## src/rtl/slot_alloc.sv

```systemverilog
// Free-list slot allocator: offers the priority free slot combinationally from the registered busy vector.
// Zero-latency offer, one grant per cycle via req/ack (no release bypass); releases take effect next cycle.
`ifndef DISABLE
`define DISABLE 1'b0
`endif
`ifndef ENABLE
`define ENABLE 1'b1
`endif

module slot_alloc #(
  parameter int DEPTH = 16,
  parameter bit MSB   = `DISABLE,
  localparam int IDX  = $clog2(DEPTH),
  localparam int CNT  = $clog2(DEPTH + 1)
) (
  input  logic             clk,
  input  logic             reset_,
  input  logic             flush,
  input  logic             alloc_req,
  output logic             alloc_ack,
  output logic             alloc_avail,
  output logic [IDX-1:0]   alloc_idx,
  input  logic [DEPTH-1:0] rel_vec,
  output logic [DEPTH-1:0] busy,
  output logic [CNT-1:0]   free_cnt,
  output logic             full,
  output logic             empty,
  output logic             err_rel
);

  logic [DEPTH-1:0] busy_q, busy_d;
  logic [CNT-1:0]   free_cnt_q, free_cnt_d;
  logic             err_rel_q, err_rel_d;
  logic [DEPTH-1:0] free_vec;
  logic [DEPTH-1:0] rel_eff;
  logic [DEPTH-1:0] grant_vec;
  logic [CNT:0]     rel_pop;
  logic [CNT:0]     cnt_wide;

  assign free_vec    = ~busy_q;
  assign alloc_avail = |free_vec;
  assign alloc_ack   = alloc_req & alloc_avail & ~flush;

  // Later loop iterations win, so scan order sets the priority direction.
  always_comb begin
    alloc_idx = '0;
    if (MSB) begin
      for (int i = 0; i < DEPTH; i++) begin
        if (free_vec[i]) alloc_idx = IDX'(i);
      end
    end else begin
      for (int i = DEPTH - 1; i >= 0; i--) begin
        if (free_vec[i]) alloc_idx = IDX'(i);
      end
    end
  end

  assign rel_eff = rel_vec & busy_q;

  always_comb begin
    rel_pop = '0;
    for (int i = 0; i < DEPTH; i++) begin
      rel_pop = rel_pop + (CNT+1)'(rel_eff[i]);
    end
  end

  assign grant_vec = alloc_ack ? ({{(DEPTH-1){1'b0}}, 1'b1} << alloc_idx) : '0;
  assign cnt_wide  = {1'b0, free_cnt_q} + rel_pop - (CNT+1)'(alloc_ack);

  always_comb begin
    busy_d     = (busy_q & ~rel_eff) | grant_vec;
    free_cnt_d = cnt_wide[CNT-1:0];
    err_rel_d  = |(rel_vec & ~busy_q);
    if (flush) begin
      busy_d     = '0;
      free_cnt_d = CNT'(DEPTH);
      err_rel_d  = 1'b0;
    end
  end

  always_ff @(posedge clk or negedge reset_) begin
    if (!reset_) begin
      busy_q     <= '0;
      free_cnt_q <= CNT'(DEPTH);
      err_rel_q  <= 1'b0;
    end else begin
      busy_q     <= busy_d;
      free_cnt_q <= free_cnt_d;
      err_rel_q  <= err_rel_d;
    end
  end

  assign busy     = busy_q;
  assign free_cnt = free_cnt_q;
  assign err_rel  = err_rel_q;
  assign full     = (free_cnt_q == '0);
  assign empty    = (free_cnt_q == CNT'(DEPTH));

endmodule

```

## config.mk

```make
export PLATFORM = sky130hd
export DESIGN_NAME = slot_alloc
export DESIGN_NICKNAME = d
export VERILOG_FILES = /design/src/rtl/slot_alloc.sv
export SDC_FILE = /design/constraint.sdc
export NUM_CORES = 1
export LEC_CHECK = 0
export ABC_CLOCK_PERIOD_IN_PS = 5360
export BUFFER_PORTS_ARGS = -buffer_cell sky130_fd_sc_hd__buf_2
export CORE_MARGIN = 2
export CORE_UTILIZATION = 30
export CTS_CLUSTER_SIZE = 20
export DETAILED_ROUTE_END_ITERATION = 7
export SLEW_MARGIN = 25
export SYNTH_ARGS = -nofsm -noshare
export SYNTH_HDL_FRONTEND = slang
export SYNTH_SLANG_ARGS = --single-unit
```

## constraint.sdc

```tcl
create_clock -name clk -period 5.36 [get_ports clk]
set_clock_uncertainty 0.1 [all_clocks]
set_input_delay 0.268 -clock clk [delete_from_list [all_inputs] [get_ports clk]]
set_output_delay 0.268 -clock clk [all_outputs]
set_load 0.005 [all_outputs]
```

==> results of run 1 <==
==> metrics by stage <==
| stage | utilization (%) | power (uW) | hold slack (ps) | worst slack [ps] | std cells |
|---|---|---|---|---|---|
| 6_report | 37.4 | 619 | 96.0 | 446 | 334 |
| 5_1_grt | 37.4 | 669 | 103 | 145 | 334 |
| 4_1_cts | 37.4 | 624 | 96.9 | 465 | 334 |
| 3_5_place_dp | 36.1 | 464 | 180 | 500 | 329 |
| 3_3_place_gp | 36.1 | 461 | 191 | 560 | 329 |
| 2_1_floorplan | - | 391 | -128 | 707 | 205 |
==> where the power goes <==
part	switching [uW]	total (uW)	internal, uW
combinational	134	265	131
sequential	12.1	195	183
clock	59.7	160	99.9
total	206	619	413
==> cells in the mapped netlist, types with 3 or more instances <==
cell type	n	area [sq um]
nand2b_1	5	31.3
o31ai_1	4	30.0
nand4_1	4	25.0
and2_1	4	25.0
nand2_1	21	78.8
ha_1	15	188
inv_1	36	135
nor2_1	7	26.3
xnor2_1	6	52.6
fa_1	12	240
a221oi_1	4	35.0
dfrtp_1	21	526
a21oi_1	7	35.0
o32ai_1	7	61.3
nor2b_1	3	18.8
nand3_1	3	15.0
==> logic make-up after synthesis <==
group | after synthesis
compound gates | 42
xor+xnor | 8
fa+ha+maj | 27
buf+inv | 42
flops | 22
mux | 1
simple gates | 63
==> how the worst max path moves through the flow <==
stage             endpoint
2_1_floorplan  free_cnt[4]
3_3_place_gp   free_cnt[4]
5_1_grt        free_cnt[4]
3_5_place_dp   free_cnt[4]
6_report       free_cnt[4]
4_1_cts        free_cnt[4]
==> final cells by class <==
type / instances / area (sq um)
Fill cell: 651 / 3930
Multi-Input combinational cell: 141 / 1210
Sequential cell: 22 / 552
Timing Repair Buffer: 52 / 270
Inverter: 38 / 143
Tap cell: 77 / 96.3
Clock buffer: 3 / 41.3
Clock inverter: 1 / 30.0
==> registers in the layout, summed over array words and instances (netlist names) <==
| signal | flops |
|---|---|
| free_cnt | 5 |
| busy | 16 |
| err_rel | 1 |
==> per-layer routing <==
layer  track usage [%]  part of all wire [%]  routed length, um
met5                 0                     0                  0
met3              2.47                   6.0                325
met4              7.18                   2.7                143
met1              21.3                    44               2380
met2              23.9                    47               2540
==> layout by cell type, fill, tap and decap left out, types with 3 or more instances in the layout <==
master / n
buf_2: 49
inv_1: 36
nand2_1: 21
dfrtp_1: 21
ha_1: 15
fa_1: 12
a21oi_1: 7
nor2_1: 7
o32ai_1: 7
xnor2_1: 6
nand2b_1: 5
nand4_1: 4
and2_1: 4
o31ai_1: 4
a221oi_1: 4
nand3_1: 3
nor2b_1: 3
clkbuf_8: 3
==> summary.md, run 1 <==
| Metric | Value |
|---|---|
| Tot GR Track Use | 15.5% |
| Final net count | 305 |
| Worst hold start | rel_vec[7] |
| Site Rows | 29 |
| Final Max Tran Viols | 0 |
| RSZ-0062 raised after global routing | false |
| Top cell by count, worst path | fa_1 |
| Clk root buf | clkbuf_8 |
| XOR/XNOR share of the synthesized area | 3.64% |
| Cell Area, Synth | 0.00193 sq mm |
| IO Count | 50 |
| Clk sinks | 22 |
| FF-to-FF End | free_cnt[4] |
| Vias in the first global route | 1762 |
| CTS tree | done |
| # DRC | 0 |
| Max rail drop VDD | 0.159 mV |
| Final Hold Vio Count | 0 |
| Netlist cell types | 50 |
| Post-synth EDFFs | 0 |
| Post-synth ARST share | between 90% and 100% |
| Hold Path Depth | 2 |
| Startpoint class of the critical path | flop |
| Critical setup path kind | flop to flop |
| Sequential-to-total area share from yosys stat | 28.7% |
| Max_cap viols | 0 |
| First-pass detailed-route iteration total | 4 |
| Initial Utilization | 30.7% |
| Power Dens Cells | 264 mW/mm^2 |
| Worst-path cell chain | nand2_1 > nor3_1 > a31oi_1 > ha_1 > fa_1 > fa_1 > fa_1 > fa_1 > fa_1 > inv_1 > fa_1 > a21o_1 > a21oi_1 > xnor2_1 > nand2b_1 |
| GR Overflow Total | 0 |
| CP top delay family | adder cells |
| Area after DPL | roughly 0.0023 sq mm |
| # setup viols final | 0 |
| Worst path max stage delay | 560 ps |
| Synth-to-Final Area Change | 21.8% |
| Adder-Cell Fraction of Synth Area | 22.2% |
| Ys Warns | 0 |
| Fmax | 204 MHz |
| DIE AREA | approximately 0.0071 sq mm |
| Worst slew pin tran | 671 ps |
| CTS Buf Count | 3 |
| Post-cts gate resize count | 0 |
| Slew headroom | 54.9% |
| Height of the die | 84.1 um |
| Antenna Cells | 0 |
| Skew-Pair Late Insertion Delay | 270 ps |
| H-tree levels | 1 |
| Die X | 84.1 um |
| Post-route design area | roughly 0.0023 sq mm |
| Vias | 1724 |
| Hold Buf Count CTS | 1 |
| Routed len/inst | roughly 16 um |
| Largest net degree at the start of global routing | 23 |
| Crit path required time | ~5500 ps |
| Max clock buf depth | 2 |
| Largest family of logic cells by synthesized area | adder cells |
| Min cycle time layout | 4910 ps |
| First-pass GRT wire length | 8620 um |
| Hpwl dp | 4420 um |
| Hold EP | busy[7] |
| Crit-path slowest cell | fa_1 |
| Mapped Nets | ~250 |
| R2r startpoint | busy[7] |
| Critical path arrival | ~5000 ps |
| Mux share of post-synthesis cell area | 0.520% |
| Setup TNS Final | 0 ps |
| LEAKAGE | around 0.0011 uW |
| Share of cells above drive strength 1 | 27.6% |
| Worst setup EP type | flop |
| Predominant post-synthesis flop cell | dfrtp_1 |
| Seq cells post-synth | 22 |
| Status | finished clean |
| Core Area | 0.00628 sq mm |
| CP Depth | 15 |
| Crit path buf inv count | 1 |
| Simple-gate area share of the yosys netlist | between 10% and 20% |
| Setup crit start | busy[7] |
| Port bufs | about 50 |
| Synth Area in Compound Gates | 18.0% |
| Cells on worst reg2reg path | 15 |
| Antenna Violating Nets Remaining | 0 |
| Syn Area/Cell | 9.39 sq um |
| Worst Hold Class | input port to flop |
| Final Cycle Share | between 90% and 100% |
| Avg Vias per Cell | 5.16 |
| Critical Path Fanout Max | 8 |
| Setup Buffers After CTS | 0 |
| Flop2flop setup slack | 450 ps |
| RD Place Congestion | 0.919 |
| Reg clk slew, reported paths | 90 ps |
| Iter 0 DRT Violations | about 130 |
| Final WL | 5400 um |
| Initial antenna violation count | 0 |
| Cells after synthesis | roughly 210 |
Note: power is estimated with default switching activity, not from simulation.
==> inputs of run 2 (changes only) <==
Settings changed: BUFFER_PORTS_ARGS -buffer_cell sky130_fd_sc_hd__buf_2 to -buffer_cell sky130_fd_sc_hd__buf_4, CAP_MARGIN set to 40.
==> summary.md, run 2 (synthesis results as in run 1) <==
| Metric | Value |
|---|---|
| Most frequent cells in the layout | buf_4, inv_1, nand2_1, dfrtp_1, ha_1 |
| Startpoint class of the critical path | flop |
| Dpl cells | 329 |
| Worst Hold Class | input port to flop |
| Power Dens Cells | 258 mW/mm^2 |
| Post-cts gate resize count | 0 |
| Max clock buf depth | 2 |
| # DRC | 0 |
| Tot GR Track Use | 15.5% |
| Slew headroom | 62.4% |
| Antenna Violating Nets Remaining | 0 |
| Switching Power | 208 uW |
| RSZ-0062 raised after global routing | false |
| Initial Utilization | a little under a third |
| WHS | 91.0 ps |
| RD Place Congestion | 0.954 |
| Max reg flops | 16 |
| Final Max Tran Viols | 0 |
| Site Rows | 29 |
| Final worst slack | 391 ps |
| Finished Layout Cells | between 300 and 400 |
| Reg clk slew, reported paths | 90 ps |
| Vias | 1752 |
| Clk sinks | 22 |
| Seq pwr share | 30.8% |
| Area taken by multi-input logic gates | 0.00121 sq mm |
| GR Overflow Total | 0 |
| Hold Buf Count CTS | 1 |
| LEAKAGE | 0.00115 uW |
| First-pass GRT wire length | around 8700 um |
| Routed len/inst | 16.3 um |
| Hpwl dp | between 4000 and 5000 um |
| Critical setup path kind | flop to flop |
| Setup TNS Final | 0 ps |
| Critical Path Fanout Max | 8 |
| H-tree levels | 1 |
| Synth-to-Final Area Change | 28.2% |
| Commonest non-fill, non-tap cell in the layout | buf_4 |
| Min cycle time layout | 4970 ps |
| Internal power | ~430 uW |
| Die X | 84.1 um |
| Avg Vias per Cell | 5.25 |
| Setup Buffers After CTS | 0 |
| Worst setup EP type | flop |
| Antenna Cells | 0 |
| Status | finished clean |
| Core Area | 0.00628 sq mm |
| CTS tree | done |
| Vias in the first global route | 1736 |
| Height of the die | around 84 um |
| Fmax | 201 MHz |
| Met2 Resource Use GR | 23.9% |
| Final Hold Vio Count | 0 |
| Hold Path Depth | 2 |
| Fill cells | 627 |
| Routing usage on met1 | 21.9% |
| Skew-Pair Late Insertion Delay | around 270 ps |
| Cells on worst reg2reg path | 15 |
| Sequential Area | between 500 and 600 sq um |
| Worst slew pin tran | 559 ps |
| Max_cap viols | 0 |
| Clk root buf | clkbuf_8 |
| Placement Setup Slack | between 400 and 500 ps |
| Crit path required time | roughly 5500 ps |
| Initial antenna violation count | 0 |
| Most Crowded Layer GR | met2 |
| IO Count | 50 |
| Clock share of power | 25.3% |
| Final WL | 5460 um |
| Final Cycle Share | 92.7% |
| Port bufs | 49 |
| First-pass detailed-route iteration total | 5 |
| Switching Fraction | 32.7% |
| Iter 0 DRT Violations | 159 |
| CTS Buf Count | 3 |
| # setup viols final | 0 |
| Max rail drop VDD | between 0.1 and 0.15 mV |
| DIE AREA | 0.00708 sq mm |
| Largest net degree at the start of global routing | 24 |
| Critical path arrival | 5070 ps |
| Comb pwr share | 43.9% |
| Met3 GRT Util | 1.98% |
| Final net count | between 300 and 400 |
| Share of cells above drive strength 1 | between 20 and 30% |
| Final Util | 39.3% |
-- run 2: per-stage QoR --
stage	total power, uW	cell area [sq um]
floorplan	391	1930
global placement	480	2390
detailed placement	481	2390
CTS	648	2470
global route	692	2470
finish	637	2470
-- run 2: power by group through the flow --
stage,clock network [uW],logic (uW),registers [uW]
after floorplan,0,192,198
after global placement,0,281,199
after detailed placement,0,282,199
after CTS,166,286,196
after global routing,170,322,199
final,161,279,196
-- run 2: layout make-up --
class                      count  area share, %
multi-input combinational    141           49.2
sequential                    22           22.4
timing repair buffer          52           15.9
inverter                      38           5.78
tap                           77           3.90
clock buffer                   3           1.67
clock inverter                 1           1.22
-- run 2: path summary, 6_finish.rpt --
path | startpoint | end | slack [ps]
min in group asynchronous | reset_ | busy[11] | 330
hold / removal | rel_vec[10] | busy[10] | 90
hold reg to reg | busy[2] | busy[2] | 550
max in group asynchronous | reset_ | free_cnt[4] | 4540
setup reg to reg | busy[7] | free_cnt[4] | 390
setup / recovery | busy[7] | free_cnt[4] | 390
-- run 2: per-layer routing --
layer,up-vias,share of wire (%)
met3,16,7.2
met2,98,46
met1,821,44
met5,-,0
met4,0,2.4
li1,817,-
-- run 2: critical path: stages, from the launching register on --
cell	delay [ps]
dfrtp_1	510
nand2_1	120
nor3_1	400
a31oi_1	200
ha_1	350
fa_1	560
fa_1	440
fa_1	490
fa_1	540
fa_1	160
inv_1	60
fa_1	400
a21o_1	190
a21oi_1	170
xnor2_1	140
nand2b_1	70
